<file path="src/rtl/mac_seq_ctrl.sv">
// mac_seq_ctrl: address and control sequencer for the single-MAC 32-point transform.
// Walks bin k (outer) and sample n (inner), one (k,n) issue per cycle, producing sample and
// coefficient read addresses, the MAC sload strobe, and a flag marking the cycle in which the
// MAC's registered sum holds a finished bin.
module mac_seq_ctrl #(
    parameter int unsigned N        = 32,
    parameter int unsigned ADDR_W   = 5,
    parameter int unsigned NUM_BINS = 32
) (
    input  logic              clk,
    input  logic              aclr,
    input  logic              start,
    output logic              busy,
    output logic              done,
    output logic              rd_en,
    output logic [ADDR_W-1:0] smp_addr,
    output logic [ADDR_W-1:0] coef_addr,
    output logic              mac_sload,
    output logic              out_valid,
    output logic [ADDR_W-1:0] out_bin
);

    localparam logic [1:0] IDLE   = 2'd0;
    localparam logic [1:0] RUN    = 2'd1;
    localparam logic [1:0] DRAIN1 = 2'd2;
    localparam logic [1:0] DRAIN2 = 2'd3;

    localparam logic [ADDR_W-1:0] LAST_N = ADDR_W'(N - 1);
    localparam logic [ADDR_W-1:0] LAST_K = ADDR_W'(NUM_BINS - 1);
    localparam logic [ADDR_W-1:0] ONE    = ADDR_W'(1);

    logic [1:0]        state_q, state_d;
    logic [ADDR_W-1:0] n_q, n_d;
    logic [ADDR_W-1:0] k_q, k_d;
    // Running k*n mod N; the natural ADDR_W-bit wrap supplies the modulo.
    logic [ADDR_W-1:0] acc_q, acc_d;

    // Completion delay line: stage 1 lines up with the last term's data cycle,
    // stage 2 with the cycle the MAC register holds the finished sum.
    logic              s1_v_q, s2_v_q;
    logic [ADDR_W-1:0] s1_k_q, s2_k_q;

    logic issue;
    logic last_term;
    logic last_pair;

    assign issue     = (state_q == RUN);
    assign last_term = issue && (n_q == LAST_N);
    assign last_pair = last_term && (k_q == LAST_K);

    // Next-state and counter/accumulator update.
    always_comb begin
        state_d = state_q;
        n_d     = n_q;
        k_d     = k_q;
        acc_d   = acc_q;
        case (state_q)
            IDLE: begin
                if (start) begin
                    state_d = RUN;
                    n_d     = '0;
                    k_d     = '0;
                    acc_d   = '0;
                end
            end
            RUN: begin
                if (last_pair) begin
                    // Counters return to zero so the address outputs idle at 0.
                    state_d = DRAIN1;
                    n_d     = '0;
                    k_d     = '0;
                    acc_d   = '0;
                end else if (last_term) begin
                    n_d   = '0;
                    k_d   = k_q + ONE;
                    acc_d = '0;
                end else begin
                    n_d   = n_q + ONE;
                    acc_d = acc_q + k_q;
                end
            end
            DRAIN1: state_d = DRAIN2;
            DRAIN2: state_d = IDLE;
            default: begin
                state_d = IDLE;
                n_d     = '0;
                k_d     = '0;
                acc_d   = '0;
            end
        endcase
    end

    // Control state, counters and coefficient accumulator.
    always_ff @(posedge clk or negedge aclr) begin
        if (!aclr) begin
            state_q <= IDLE;
            n_q     <= '0;
            k_q     <= '0;
            acc_q   <= '0;
        end else begin
            state_q <= state_d;
            n_q     <= n_d;
            k_q     <= k_d;
            acc_q   <= acc_d;
        end
    end

    // Two-stage {last_term, k} delay covering memory latency plus the MAC register.
    always_ff @(posedge clk or negedge aclr) begin
        if (!aclr) begin
            s1_v_q <= 1'b0;
            s1_k_q <= '0;
            s2_v_q <= 1'b0;
            s2_k_q <= '0;
        end else begin
            s1_v_q <= last_term;
            s1_k_q <= last_term ? k_q : '0;
            s2_v_q <= s1_v_q;
            s2_k_q <= s1_k_q;
        end
    end

    assign busy      = (state_q != IDLE);
    assign rd_en     = issue;
    assign smp_addr  = n_q;
    assign coef_addr = acc_q;
    assign mac_sload = issue && (n_q == '0);
    assign out_valid = s2_v_q;
    assign out_bin   = s2_k_q;
    assign done      = s2_v_q && (s2_k_q == LAST_K);

endmodule

</file>
<file path="config.mk">
export PLATFORM = sky130hd
export DESIGN_NAME = mac_seq_ctrl
export DESIGN_NICKNAME = d
export VERILOG_FILES = /design/src/rtl/mac_seq_ctrl.sv
export SDC_FILE = /design/constraint.sdc
export NUM_CORES = 1
export LEC_CHECK = 0
export CAP_MARGIN = 0
export CORE_ASPECT_RATIO = 0.75
export CORE_MARGIN = 3
export CORE_UTILIZATION = 50
export DETAILED_ROUTE_END_ITERATION = 10
export GPL_TIMING_DRIVEN = 0
export PLACE_DENSITY_LB_ADDON = 0.05
export SKIP_LAST_GASP = 1
export SYNTH_ARGS = -nofsm -noshare
export SYNTH_HDL_FRONTEND = slang
export SYNTH_SLANG_ARGS = --single-unit
export TNS_END_PERCENT = 10
</file>
<file path="constraint.sdc">
create_clock -name clk -period 2.7 [get_ports clk]
set_input_delay 0.405 -clock clk [delete_from_list [all_inputs] [get_ports clk]]
set_output_delay 0.405 -clock clk [all_outputs]
set_load 0.03 [all_outputs]
</file>
==> impl_metrics.json, run 1 <==
{
  "status": "finished, final reports clean",
  "clkSlewWorstSetupHoldPaths_ns": 0.07,
  "max_cap_violations": 0,
  "globalRouteTotalUtil": 0.186,
  "yosys_register_bits": 29,
  "clk_root_buffer_cell": "sky130_fd_sc_hd__clkbuf_8",
  "power_leakage_uw": 0.000856,
  "finish.utilization": 0.666,
  "synth_xor_xnor_area_share": 0.0186,
  "core.rowCount": 16,
  "drv_slew": 0,
  "worst_skew_pair.late_latency_ns": 0.28,
  "route.detailed.wl_per_inst_um": 13.5,
  "drive_above_1_share": 0.0745,
  "synth_seq_area_share": 0.514,
  "holdBufCountCts": 0,
  "ioPinCount": 23,
  "setup_total_negative_slack_ns": 0,
  "tritoncts_clock_tree": "done",
  "effective_utilization_at_floorplan": 0.534,
  "global_route.overflow_total": 0,
  "pwr-share-seq": 0.343,
  "numPortBuffers": 22,
  "final-hold-violation-count": 0,
  "final.period_utilization": 0.955,
  "antenna-diode-count": 0,
  "cts-buffers-inserted": 5,
  "dieWidth_um": 67.4,
  "period_minus_slack_ns": 2.58,
  "mean_instance_size_in_the_synthesized_netlist_um2": 10.8,
  "power_density_mw_per_mm2": 965,
  "grt_pass1_wl_mm": 4.70,
  "clock_sink_count": 29,
  "die_area_mm2": 0.00350,
  "cp.required_ns": 2.30,
  "switchingPower_uw": 712,
  "power_switching_share": 0.420,
  "ctsLongestPathBuffers": 2,
  "critical_path_peak_fanout": 10,
  "via_count": 1058,
  "grt_setup_unrepaired": "no",
  "core-area_mm2": 0.00264,
  "antenna_violations_before_repair": 0,
  "hold_path_class": "input port to asynchronous set/reset pin",
  "htree_num_levels": 2,
  "place.detailed.hpwl_mm": 1.94,
  "syn_inst": 131,
  "ant_nets": 0,
  "worst_ep_arrival_time_ns": 2.17,
  "register_area_um2": 726,
  "synth_cell_type_count": 32,
  "power.share.clock": 0.203,
  "detail_route.drc_violations": 0,
  "synth_fp_nets": 148,
  "multi_input_area_um2": 641,
  "cts_repair_resize_count": 0,
  "adder_and_majority_cell_fraction_of_the_synthesized_area": 0.129,
  "timing.critical_path.to_type": "output pin",
  "postCtsSetupRepairBufs": 0,
  "start_kind": "register",
  "drt_pre_antenna_iters": 4,
  "die_h_um": 52.0,
  "worst_ir_drop_vdd_v": 0.000747,
  "slew_headroom": 0.572,
  "synth_compound_gate_area_share": 0.112,
  "grt_start_max_net_pins": 30,
  "fmax_mhz": 388,
  "final.fill_count": 210,
  "vias_per_cell": 5.37,
  "tightestPinTransition_ns": 0.641,
  "yosys_warnings": 0,
  "setup_viol": 0,
  "routed_wirelength_mm": 2.66,
  "timing_worst_setup_path_type": "register to output pin",
  "timing.clock.skew_ns": 0.00852,
  "drt_iter0_markers": 55,
  "synth.area.mux_share": 0.0142,
  "internal_power_uw": 985,
  "vias_in_the_first_global_route": 1030,
  "synth-simple-area-share": 0.180,
  "finalWeightedCongestion": 0.798,
  "synth.cell_area_mm2": 0.00141,
  "synth_top_family_by_area": "simple AND/OR/NAND/NOR gates",
  "area_delta_synth_final_pct": 24.6,
  "finish.net_count": 177,
  "logic_gate_share_of_total_power": 0.453
}
-- cell usage in the layout, fill, tap and decap left out, drive strengths merged --
master         synthesis  final
mux2i                  2      2
and4b                  1      1
a32o                   1      1
inv                    8      8
nor4b                  1      1
and2b                  1      1
nand2b                 4      4
a21o                   1      1
a22o                   4      4
or3                    2      2
or2b                   1      1
nor3                   1      1
or2                    1      1
o211ai                 2      2
nor2                   6      6
o211a                  1      1
nand2                 13     13
a21oi                  4      4
xor2                   1      1
ha                    13     13
clkinv                 0      2
dfrtp                 29     29
nor2b                  3      3
clkbuf                 1      6
clkdlybuf4s50          0     21
clkinvlp               0      1
fa                     1      1
o21ai                 12     12
buf                    1      2
nand4                  1      1
and2                   1      1
and3                   7      7
xnor2                  2      2
nand3                  5      5
-- kinds of logic after synthesis --
logic type,Yosys count
buffers and inverters,10
XOR/XNOR,3
multiplexers,2
AO/OA/AOI/OAI,25
flip-flops,29
adder cells (fa/ha/maj),14
AND/OR/NAND/NOR,48
-- routing by layer --
layer | vias up | track usage | wire [µm]
met3 | 0 | 0.0756 | 154
met2 | 35 | 0.277 | 1200
met4 | 0 | 0.0539 | 0
li1 | 513 | - | -
met1 | 510 | 0.248 | 1300
met5 | - | 0 | 0
-- registers in the layout, indices dropped and copies added, names as in the netlist --
signal	count
out_bin	5
out_valid	1
s1_k_q	5
k_q	5
coef_addr	5
smp_addr	5
s1_v_q	1
state_q	2
-- power by group through the flow --
stage                     Clock (µW)  Combinational [µW]  Sequential, µW
after floorplan                    0                 426             664
after global placement             0                 745             583
after detailed placement           0                 766             590
after CTS                        356                 768             583
after global routing             380                 849             595
final                            345                 769             583
-- worst paths after layout --
check                                         from                    to  slack, ns  cells after the start
max                         state_q[1]$_DFFE_PN0P_             mac_sload       0.12                      5
max reg2reg                smp_addr[0]$_DFFE_PN0P_    k_q[3]$_DFFE_PN0P_       0.66                      7
min reg2reg                    s1_k_q[0]$_DFF_PN0_  out_bin[0]$_DFF_PN0_       0.35                      0
min in group clk               s1_k_q[0]$_DFF_PN0_  out_bin[0]$_DFF_PN0_       0.35                      0
max in group asynchronous                     aclr    k_q[0]$_DFFE_PN0P_       2.13                      1
min                                           aclr    k_q[4]$_DFFE_PN0P_       0.15                      1
-- cells in the mapped netlist --
| cell | number | share of area |
|---|---|---|
| sky130_fd_sc_hd__nand2b_1 | 4 | 0.018 |
| sky130_fd_sc_hd__o211a_1 | 1 | 0.0071 |
| sky130_fd_sc_hd__dfrtp_1 | 29 | 0.51 |
| sky130_fd_sc_hd__a22o_1 | 4 | 0.025 |
| sky130_fd_sc_hd__inv_1 | 8 | 0.021 |
| sky130_fd_sc_hd__nand2_1 | 13 | 0.035 |
| sky130_fd_sc_hd__nor4b_1 | 1 | 0.0062 |
| sky130_fd_sc_hd__xor2_1 | 1 | 0.0062 |
| sky130_fd_sc_hd__and4b_1 | 1 | 0.0071 |
| sky130_fd_sc_hd__nor2b_1 | 3 | 0.013 |
| sky130_fd_sc_hd__xnor2_1 | 2 | 0.012 |
| sky130_fd_sc_hd__or3_1 | 2 | 0.0089 |
| sky130_fd_sc_hd__and2b_1 | 1 | 0.0053 |
| sky130_fd_sc_hd__a32o_1 | 1 | 0.0071 |
| sky130_fd_sc_hd__nor2_1 | 6 | 0.016 |
| sky130_fd_sc_hd__nand3_1 | 5 | 0.018 |
| sky130_fd_sc_hd__o21ai_1 | 1 | 0.0035 |
| sky130_fd_sc_hd__a21o_1 | 1 | 0.0053 |
| sky130_fd_sc_hd__nand4_1 | 1 | 0.0044 |
| sky130_fd_sc_hd__mux2i_1 | 2 | 0.014 |
| sky130_fd_sc_hd__or2b_1 | 1 | 0.0053 |
| sky130_fd_sc_hd__and2_1 | 1 | 0.0044 |
| sky130_fd_sc_hd__or2_2 | 1 | 0.0044 |
| sky130_fd_sc_hd__fa_1 | 1 | 0.014 |
| sky130_fd_sc_hd__ha_1 | 13 | 0.12 |
| sky130_fd_sc_hd__clkbuf_1 | 1 | 0.0027 |
| sky130_fd_sc_hd__buf_6 | 1 | 0.0080 |
| sky130_fd_sc_hd__o211ai_1 | 2 | 0.011 |
| sky130_fd_sc_hd__and3_1 | 7 | 0.031 |
| sky130_fd_sc_hd__a21oi_1 | 4 | 0.014 |
| sky130_fd_sc_hd__nor3_1 | 1 | 0.0035 |
| sky130_fd_sc_hd__o21ai_0 | 11 | 0.039 |
-- worst max-delay path: stages (launching register included) --
cell	delay (ns)
sky130_fd_sc_hd__dfrtp_1	0.40
sky130_fd_sc_hd__inv_1	0.12
sky130_fd_sc_hd__ha_1	0.26
sky130_fd_sc_hd__clkbuf_2	0.24
sky130_fd_sc_hd__and4b_1	0.21
sky130_fd_sc_hd__clkdlybuf4s50_1	0.66
-- per-stage QoR --
step	power, µW	setup slack, ns	instances	hold WS [ns]	instance area, µm²
floorplan	1090	0.736	131	0.109	1410
global placement	1330	0.366	189	0.333	1680
detailed placement	1360	0.329	189	0.335	1680
CTS	1710	0.00526	197	0.351	1760
global route	1820	0.0224	197	0.181	1760
finish	1700	0.121	197	0.146	1760
-- layout make-up --
type | instances | area share
clock inverter | 3 | 0.00996
clock buffer | 5 | 0.0391
inverter | 8 | 0.0171
buffer | 2 | 0.00925
timing repair buffer | 22 | 0.122
tap | 36 | 0.0256
sequential | 29 | 0.413
multi-input combinational | 92 | 0.364
Note: power is estimated with default switching activity, not from simulation.
==> run 2: changes to the inputs <==
CORE_MARGIN = 5   (was 3)
==> run 2 against run 1 <==
Compared with the run above:
- die area is 14% higher
- combinational power is essentially flat
- critical path depth unchanged
- hold slack lost 0.0041 ns
- first-iteration DRC count down 27%
- via count is 0.66% higher
- final area rose by 2.7%
- utilization is 1.3 points higher
- fmax rose by 1.3%
- register-to-register slack about the same
- clock skew fell by 0.0051 ns
- sequential share of layout area decreased by 1.1 points
- critical path type unchanged
==> impl_metrics.json, run 2 (synthesis results as in run 1) <==
{
  "clkSlewWorstSetupHoldPaths_ns": 0.06,
  "ctsLongestPathBuffers": 2,
  "power_leakage_uw": 0.000881,
  "setup_viol": 0,
  "worst_r2r_path_depth": 7,
  "timing.clock.skew_ns": 0.00346,
  "period_minus_slack_ns": 2.55,
  "drive_above_1_share": 0.0745,
  "holdBufCountCts": 0,
  "timing_worst_setup_path_type": "register to output pin",
  "clk_root_buffer_cell": "sky130_fd_sc_hd__clkbuf_8",
  "finalWeightedCongestion": 0.809,
  "final.period_utilization": 0.943,
  "final-hold-violation-count": 0,
  "final_design_area_no_fill_mm2": 0.00181,
  "dpl-instance-area_mm2": 0.00168,
  "mostFrequentLayoutCell": "sky130_fd_sc_hd__dfrtp_1",
  "finish.utilization": 0.679,
  "grt_start_max_net_pins": 30,
  "htree_num_levels": 2,
  "grt_use_met3": 0.0632,
  "hold_path_class": "input port to asynchronous set/reset pin",
  "fmax_mhz": 393,
  "final.hold.worst_slack_ns": 0.142,
  "timing.critical_path.cells": "inv_1 > ha_1 > clkbuf_2 > and4b_1 > clkdlybuf4s50_1",
  "via_count": 1065,
  "place.detailed.hpwl_mm": 2.04,
  "cp.required_ns": 2.30,
  "tightestPinTransition_ns": 0.629,
  "worst_ep_arrival_time_ns": 2.14,
  "crit_slowest_cell": "sky130_fd_sc_hd__clkdlybuf4s50_1",
  "area_delta_synth_final_pct": 28.0,
  "slew_headroom": 0.581,
  "layout_common_cells": "29 x sky130_fd_sc_hd__dfrtp_1, 21 x sky130_fd_sc_hd__clkdlybuf4s50_1, 13 x sky130_fd_sc_hd__nand2_1, 13 x sky130_fd_sc_hd__ha_1, 11 x sky130_fd_sc_hd__o21ai_0",
  "routed_wirelength_mm": 2.84,
  "grt_util_met2": 0.247,
  "effective_utilization_at_floorplan": 0.530,
  "regToRegEndpoint": "k_q[3]$_DFFE_PN0P_",
  "timing.critical_path.to_type": "output pin",
  "core.rowCount": 16,
  "rr_startpoint": "smp_addr[0]$_DFFE_PN0P_",
  "setup_total_negative_slack_ns": 0,
  "global_route.overflow_total": 0,
  "drv_slew": 0,
  "die_area_mm2": 0.00400,
  "max_cap_violations": 0,
  "clock_sink_count": 29,
  "grt_pass1_wl_mm": 5.15,
  "ioPinCount": 23,
  "power_density_mw_per_mm2": 1040,
  "numPortBuffers": 22,
  "cts_repair_resize_count": 0,
  "antenna-diode-count": 0,
  "slowest_delay_ns": 0.66,
  "postCtsSetupRepairBufs": 0,
  "tritoncts_clock_tree": "done",
  "core-area_mm2": 0.00266,
  "status": "finished, final reports clean",
  "antenna_violations_before_repair": 0,
  "drt_pre_antenna_iters": 4,
  "vias_in_the_first_global_route": 1101,
  "grt_busiest_layer": "met2",
  "route.detailed.wl_per_inst_um": 14.4,
  "cts-buffers-inserted": 5,
  "globalRouteMet1Util": 0.215,
  "grt_setup_unrepaired": "no",
  "dieWidth_um": 71.4,
  "cp_bufs_invs": 3,
  "vias_per_cell": 5.41,
  "drt_iter0_markers": 40,
  "report.power.total_uw": 1880,
  "globalRouteTotalUtil": 0.167,
  "worst_skew_pair.late_latency_ns": 0.28,
  "critical_path_peak_fanout": 10,
  "detail_route.drc_violations": 0,
  "die_h_um": 56.0,
  "reg2reg_slack_ns": 0.67,
  "worst_ir_drop_vdd_v": 0.000712,
  "start_kind": "register",
  "finish.net_count": 177,
  "ant_nets": 0,
  "kind_of_cell_with_the_highest_combined_delay_on_the_critical_path": "buffers and inverters"
}
run 2: report_power, final:
group	internal (µW)	switching, µW	leakage [µW]
logic	302	470	0.000416
registers	507	71.9	0.000397
clock network	366	167	0.0000681
total	1180	709	0.000881
run 2: through the flow:
step                      setup slack (ns)  std cells
final                                0.153        197
after floorplan                      0.736        131
after global routing                0.0150        197
after detailed placement             0.343        189
after global placement               0.357        189
after CTS                           0.0189        197
run 2: worst max-delay path by stage:
stage	start	end	slack [ns]	cells past startpoint
5_1_grt	state_q[1]$_DFFE_PN0P_	mac_sload	0.01	5
6_report	state_q[1]$_DFFE_PN0P_	mac_sload	0.15	5
3_3_place_gp	state_q[1]$_DFFE_PN0P_	mac_sload	0.36	5
3_5_place_dp	state_q[1]$_DFFE_PN0P_	mac_sload	0.34	5
4_1_cts	state_q[1]$_DFFE_PN0P_	mac_sload	0.02	5
2_1_floorplan	smp_addr[0]$_DFFE_PN0P_	k_q[3]$_DFFE_PN0P_	0.74	7
run 2: routing by layer:
| layer | up-vias | share of wire |
|---|---|---|
| met3 | 6 | 0.082 |
| met4 | 0 | 0.017 |
| met1 | 514 | 0.44 |
| li1 | 510 | - |
| met5 | - | 0 |
| met2 | 35 | 0.46 |
run 2: cell type report:
class	count	area, µm²
Clock buffer	5	68.8
Tap cell	36	45.0
Buffer	2	16.3
Sequential cell	29	726
Multi-Input combinational cell	92	641
Fill cell	213	856
Timing Repair Buffer	22	215
Inverter	8	30.0
Clock inverter	3	65.1
==> edit 1, RTL diff (flow settings as in run 1) <==
The parameter `ADDR_W` goes from 5 to 4.
--- a/src/rtl/mac_seq_ctrl.sv
+++ b/src/rtl/mac_seq_ctrl.sv
@@ -5,5 +5,5 @@
 module mac_seq_ctrl #(
     parameter int unsigned N        = 32,
-    parameter int unsigned ADDR_W   = 5,
+    parameter int unsigned ADDR_W   = 4,
     parameter int unsigned NUM_BINS = 32
 ) (
Interface: changed (resized coef_addr, out_bin and smp_addr); port bits go from 23 to 20. The function was not compared with the original's and may differ.
==> edit 1 against run 1 <==
- sequential cell count fell by 5
- critical path depth rose by 1
- design area fell by 14%
- worst setup slack improved by 170 ps
- routed wire length fell by 11%
- global-route usage fell by 1.9 points
- sequential share of layout area fell by 1.6 points
- maximum frequency rose by 6.9%
- register-to-register slack improved by 120 ps
- critical path type unchanged
- synthesized area fell by 13%
Power is not compared: it rests on default switching activity, and its combinational part moved more than twofold at a synthesized area within 25%.
==> edit 1: results (changes against run 1) <==
{| class="wikitable"
! Metric !! Value
|-
| First-pass GRT wire length || 4140 um (-12%)
|-
| Number of input and output port buffers inserted || 19 (-14%)
|-
| Run status || complete, no violations
|-
| Share of post-route cells with drive strength above 1 || 0.0956 (+0.0211)
|-
| Worst reg2reg path depth || 5 (-2)
|-
| Sequential cell area fraction in the yosys report || 0.486 (-0.0279)
|-
| Gpl congestion || 0.799 (about the same)
|-
| Maximum clock skew at final layout || 3.81 ps (-4.71 ps)
|-
| Worst-margin pin slew || 1060 ps (+420 ps)
|-
| Number of distinct standard cells referenced by the synthesized netlist || 38 (+19%)
|-
| Skew-Pair Late Insertion Delay || 320 ps (+40 ps)
|-
| Clock H-tree levels || 1 (-1)
|-
| CP arrival || 2010 ps (-160 ps)
|-
| Critical R2R Launch || state_q[0]
|-
| Register-to-register setup slack || 780 ps (+120 ps)
|-
| Delay of the slowest cell on the worst path || 430 ps (-230 ps)
|-
| Number of clock buffers inserted by TritonCTS || 3 (-2)
|-
| Detailed Place HPWL || 1710 um (-12%)
|-
| Post-Synthesis Net Count || 127 (-14%)
|-
| Number of DRC markers after the initial detailed-route iteration || 32 (-42%)
|-
| CTS clock-pin slew for the worst setup and hold paths || 130 ps (+60 ps)
|-
| Library cell contributing the largest single delay on the critical path || sky130_fd_sc_hd__dlygate4sd2_1
|-
| Largest net degree at the start of global routing || 25 (-17%)
|-
| Via total after detailed routing || 937 (-11%)
|-
| Top fanout value on the critical path || 8 (-2)
|-
| Synth area leaders || sky130_fd_sc_hd__dfrtp_1 (49%), sky130_fd_sc_hd__ha_1 (10%), sky130_fd_sc_hd__nand2_1 (4.0%)
|-
| Reg2Reg Capture Point || k_q[0]
|}
## edit 1: changes by cell type after synthesis, moves of 3 or more
cell / before / now
sky130_fd_sc_hd__dfrtp_1: 29 / 24
sky130_fd_sc_hd__nand2b_1: 4 / 1
sky130_fd_sc_hd__o21ai_0: 11 / 4
sky130_fd_sc_hd__ha_1: 13 / 10
sky130_fd_sc_hd__a22o_1: 4 / 1
sky130_fd_sc_hd__o31ai_1: 0 / 3
## edit 1: cell families (layout without fill, tap and decap cells)
family          after synthesis  after routing  synth area share
simple gates                 38             38             0.165
flops                        24             24             0.486
compound gates               23             23             0.135
fa+ha+maj                    11             11             0.118
buf+inv                      10             33            0.0314
mux                           6              6            0.0577
xor+xnor                      1              1           0.00709
## edit 1: cell type report
type | instances | area, um2
clock buffers | 3 | 22.5
clock inverters | 1 | 30.0
inverters | 8 | 30.0
multi-input cells | 79 | 596
well taps | 32 | 40.0
plain buffers | 2 | 8.76
fillers | 191 | 656
flip-flops and latches | 24 | 601
repair buffers | 19 | 189
## edit 1: stage by stage
stage / cells / utilization / setup slack, ps / instance area, um2 / hold WS, ps
floorplan: 113 / - / 119 / 1230 / 109
global placement: 164 / 0.675 / 386 / 1470 / 331
detailed placement: 164 / 0.675 / 320 / 1470 / 335
CTS: 168 / 0.698 / 258 / 1520 / 366
global route: 168 / 0.698 / 87.1 / 1520 / 375
finish: 168 / 0.698 / 287 / 1520 / 363
## edit 1: layer usage
layer | vias up | GRT usage | part of all wire
li1 | 453 | - | -
met1 | 446 | 0.222 | 0.49
met2 | 35 | 0.265 | 0.44
met3 | 3 | 0.0576 | 0.065
met4 | 0 | 0.0287 | 0.0051
met5 | - | 0 | 0
## edit 1: worst max-delay path, delay by kind of cell, from the launching register on
kind | cells | cell delay, ps
buffers and inverters | 4 | 850
flip-flops | 1 | 420
adder cells (fa/ha/maj) | 1 | 170
AND/OR/NAND/NOR | 1 | 240
## edit 1: how the worst max path moves through the flow
stage	startpoint	to	slack (ps)	depth (start not counted)
floorplan	state_q[1]	mac_sload	120	5
global placement	state_q[1]	mac_sload	390	6
detailed placement	state_q[1]	mac_sload	320	6
CTS	state_q[1]	mac_sload	260	6
global route	state_q[1]	mac_sload	90	6
finish	state_q[1]	mac_sload	290	6
## edit 1: repair_timing
item | in CTS | in global routing
setup endpoints to repair | 1 | 0
buffers inserted | 0 | 0
resized for setup | 1 | 0
## edit 1: power breakdown
group	switching, mW	total, mW	internal (mW)
combinational	0.00766	0.0105	0.00284
clock	0.113	0.263	0.150
sequential	0	0.359	0.359
==> edit 2, RTL diff (config.mk and constraints of run 1) <==
Made on the original files. Take the reset off `k_q` and load it in a clocked block of its own.
--- a/src/rtl/mac_seq_ctrl.sv
+++ b/src/rtl/mac_seq_ctrl.sv
@@ -96,12 +96,14 @@
             state_q <= IDLE;
             n_q     <= '0;
-            k_q     <= '0;
             acc_q   <= '0;
         end else begin
             state_q <= state_d;
             n_q     <= n_d;
-            k_q     <= k_d;
             acc_q   <= acc_d;
         end
+    end
+
+    always_ff @(posedge clk) begin
+        k_q <= k_d;
     end
 
Check against the original RTL: same outputs for any inputs over 10 cycles, from zero or initial values; that may be too few to reach the edited logic, so the function may still have changed.
==> edit 2 against run 1 <==
- first-iteration DRC count up 3.6%
- global-route usage up 0.21 points
- synthesized area down 1.7%
- clock skew down 5.8 ps
- worst setup slack better by 63 ps
- design area down 1.3%
- clock power about the same
- count of clock-buffer cells in the layout unchanged
- power up 12%
- non-clock buffer count unchanged
- sequential cell count unchanged
- routed wire length up 2.1%
- critical path depth up 1
- critical path type unchanged
- largest power group unchanged
==> edit 2: results (changes against run 1) <==
{| class="wikitable"
! Metric !! Value
|-
| Synth area leaders || sky130_fd_sc_hd__dfrtp_1 (43%), sky130_fd_sc_hd__ha_1 (12%), sky130_fd_sc_hd__edfxtp_1 (11%)
|-
| Number of enable-type register cells in the synthesized netlist || 5 (+5)
|-
| Number of DRC markers after the initial detailed-route iteration || 57 (+3.6%)
|-
| Post-Synthesis Net Count || 138 (-6.8%)
|-
| Critical R2R Launch || k_q[0]
|-
| Wire length reported by the detailed router || 2710 um (+2.1%)
|-
| Register-to-register setup slack || 500 ps (-160 ps)
|-
| GRT Util Overall || 0.188 (+0.00210)
|-
| Max-slew headroom || 0.298 (-0.274)
|-
| Path category of the worst min-delay check || reg2reg
|-
| First-pass GRT wire length || 4620 um (-1.7%)
|-
| Reg2Reg Capture Point || coef_addr[4]
|-
| Detailed Place HPWL || 2000 um (+2.7%)
|-
| Leakage component of the power || 0.839 nW (-2.1%)
|-
| Via count of the first global-routing pass || 1,003 (-2.6%)
|-
| Run status || complete, no violations
|-
| Largest net degree at the start of global routing || 25 (-17%)
|-
| Fraction of post-synthesis cell area in the top cell type by area || 0.433 (-0.0814)
|-
| Worst IR Drop VDD || 693 uV (-7.2%)
|-
| Gpl congestion || 0.821 (+2.8%)
|-
| Number of distinct standard cells referenced by the synthesized netlist || 32 (unchanged)
|-
| CP arrival || 2110 ps (-60 ps)
|-
| Fill cells || 192 (-8.6%)
|-
| Number of clock buffers inserted by TritonCTS || 5 (unchanged)
|-
| Most common library cells after synthesis || sky130_fd_sc_hd__dfrtp_1 (24), sky130_fd_sc_hd__ha_1 (13), sky130_fd_sc_hd__nand2_1 (11)
|-
| Via total after detailed routing || 968 (-8.5%)
|-
| Sequential cell area fraction in the yosys report || 0.541 (+0.0268)
|-
| Final-stage net count || 167 (-5.6%)
|-
| Fraction of registers with async set or reset after synthesis || 0.828 (-0.172)
|}
[edit 2: critical path: stages (launching register included)]
cell	delay, ps
sky130_fd_sc_hd__dfrtp_1	380
sky130_fd_sc_hd__inv_1	110
sky130_fd_sc_hd__ha_1	190
sky130_fd_sc_hd__buf_2	200
sky130_fd_sc_hd__nand2_1	60
sky130_fd_sc_hd__nor4_1	160
sky130_fd_sc_hd__clkdlybuf4s50_1	710
[edit 2: worst min-delay path by stage]
stage	startpoint	end	slack, ps	cells past startpoint
after CTS	s1_k_q[1]	out_bin[1]	350	0
after detailed placement	s1_k_q[0]	out_bin[0]	330	0
after global routing	s1_k_q[0]	out_bin[0]	350	0
after floorplan	aclr	coef_addr[0]	110	0
after global placement	s1_v_q	out_valid	330	0
final	s1_k_q[0]	out_bin[0]	350	0
[edit 2: routing by layer]
metal | global-route usage | vias up | share of wire | wire, um
li1 | - | 481 | - | -
met5 | 0 | - | 0 | 0
met1 | 0.226 | 454 | 0.46 | 1240
met3 | 0.0518 | 8 | 0.046 | 124
met2 | 0.311 | 25 | 0.47 | 1280
met4 | 0.0912 | 0 | 0.024 | 65
[edit 2: logic make-up after synthesis]
family,Yosys count,share of synthesized area
adder cells (fa/ha/maj),14,0.132
multiplexers,2,0.0153
XOR/XNOR,4,0.0253
AND/OR/NAND/NOR,44,0.170
flip-flops,29,0.541
buffers and inverters,10,0.0289
AO/OA/AOI/OAI,18,0.0884
[edit 2: metrics by stage]
step / cell area (um2) / worst slack [ps] / hold slack (ps) / total power, mW / cells
global route: 1740 / 19.0 / 355 / 2.04 / 185
detailed placement: 1650 / 473 / 335 / 1.56 / 177
floorplan: 1390 / 307 / 109 / 1.26 / 121
global placement: 1650 / 513 / 335 / 1.51 / 177
CTS: 1740 / 158 / 349 / 1.91 / 185
finish: 1740 / 184 / 348 / 1.90 / 185
[edit 2: cell type report]
cell class,instances,share of cell area
repair buffers,22,0.127
inverters,8,0.0173
flip-flops and latches,29,0.432
clock inverters,3,0.0101
clock buffers,5,0.0396
multi-input cells,82,0.344
well taps,34,0.0245
plain buffers,2,0.00576
[edit 2: power breakdown]
part	leakage, nW	internal [mW]	switching (mW)
clock	0.0439	0.177	0.169
combinational	0.422	0.362	0.508
sequential	0.373	0.570	0.115
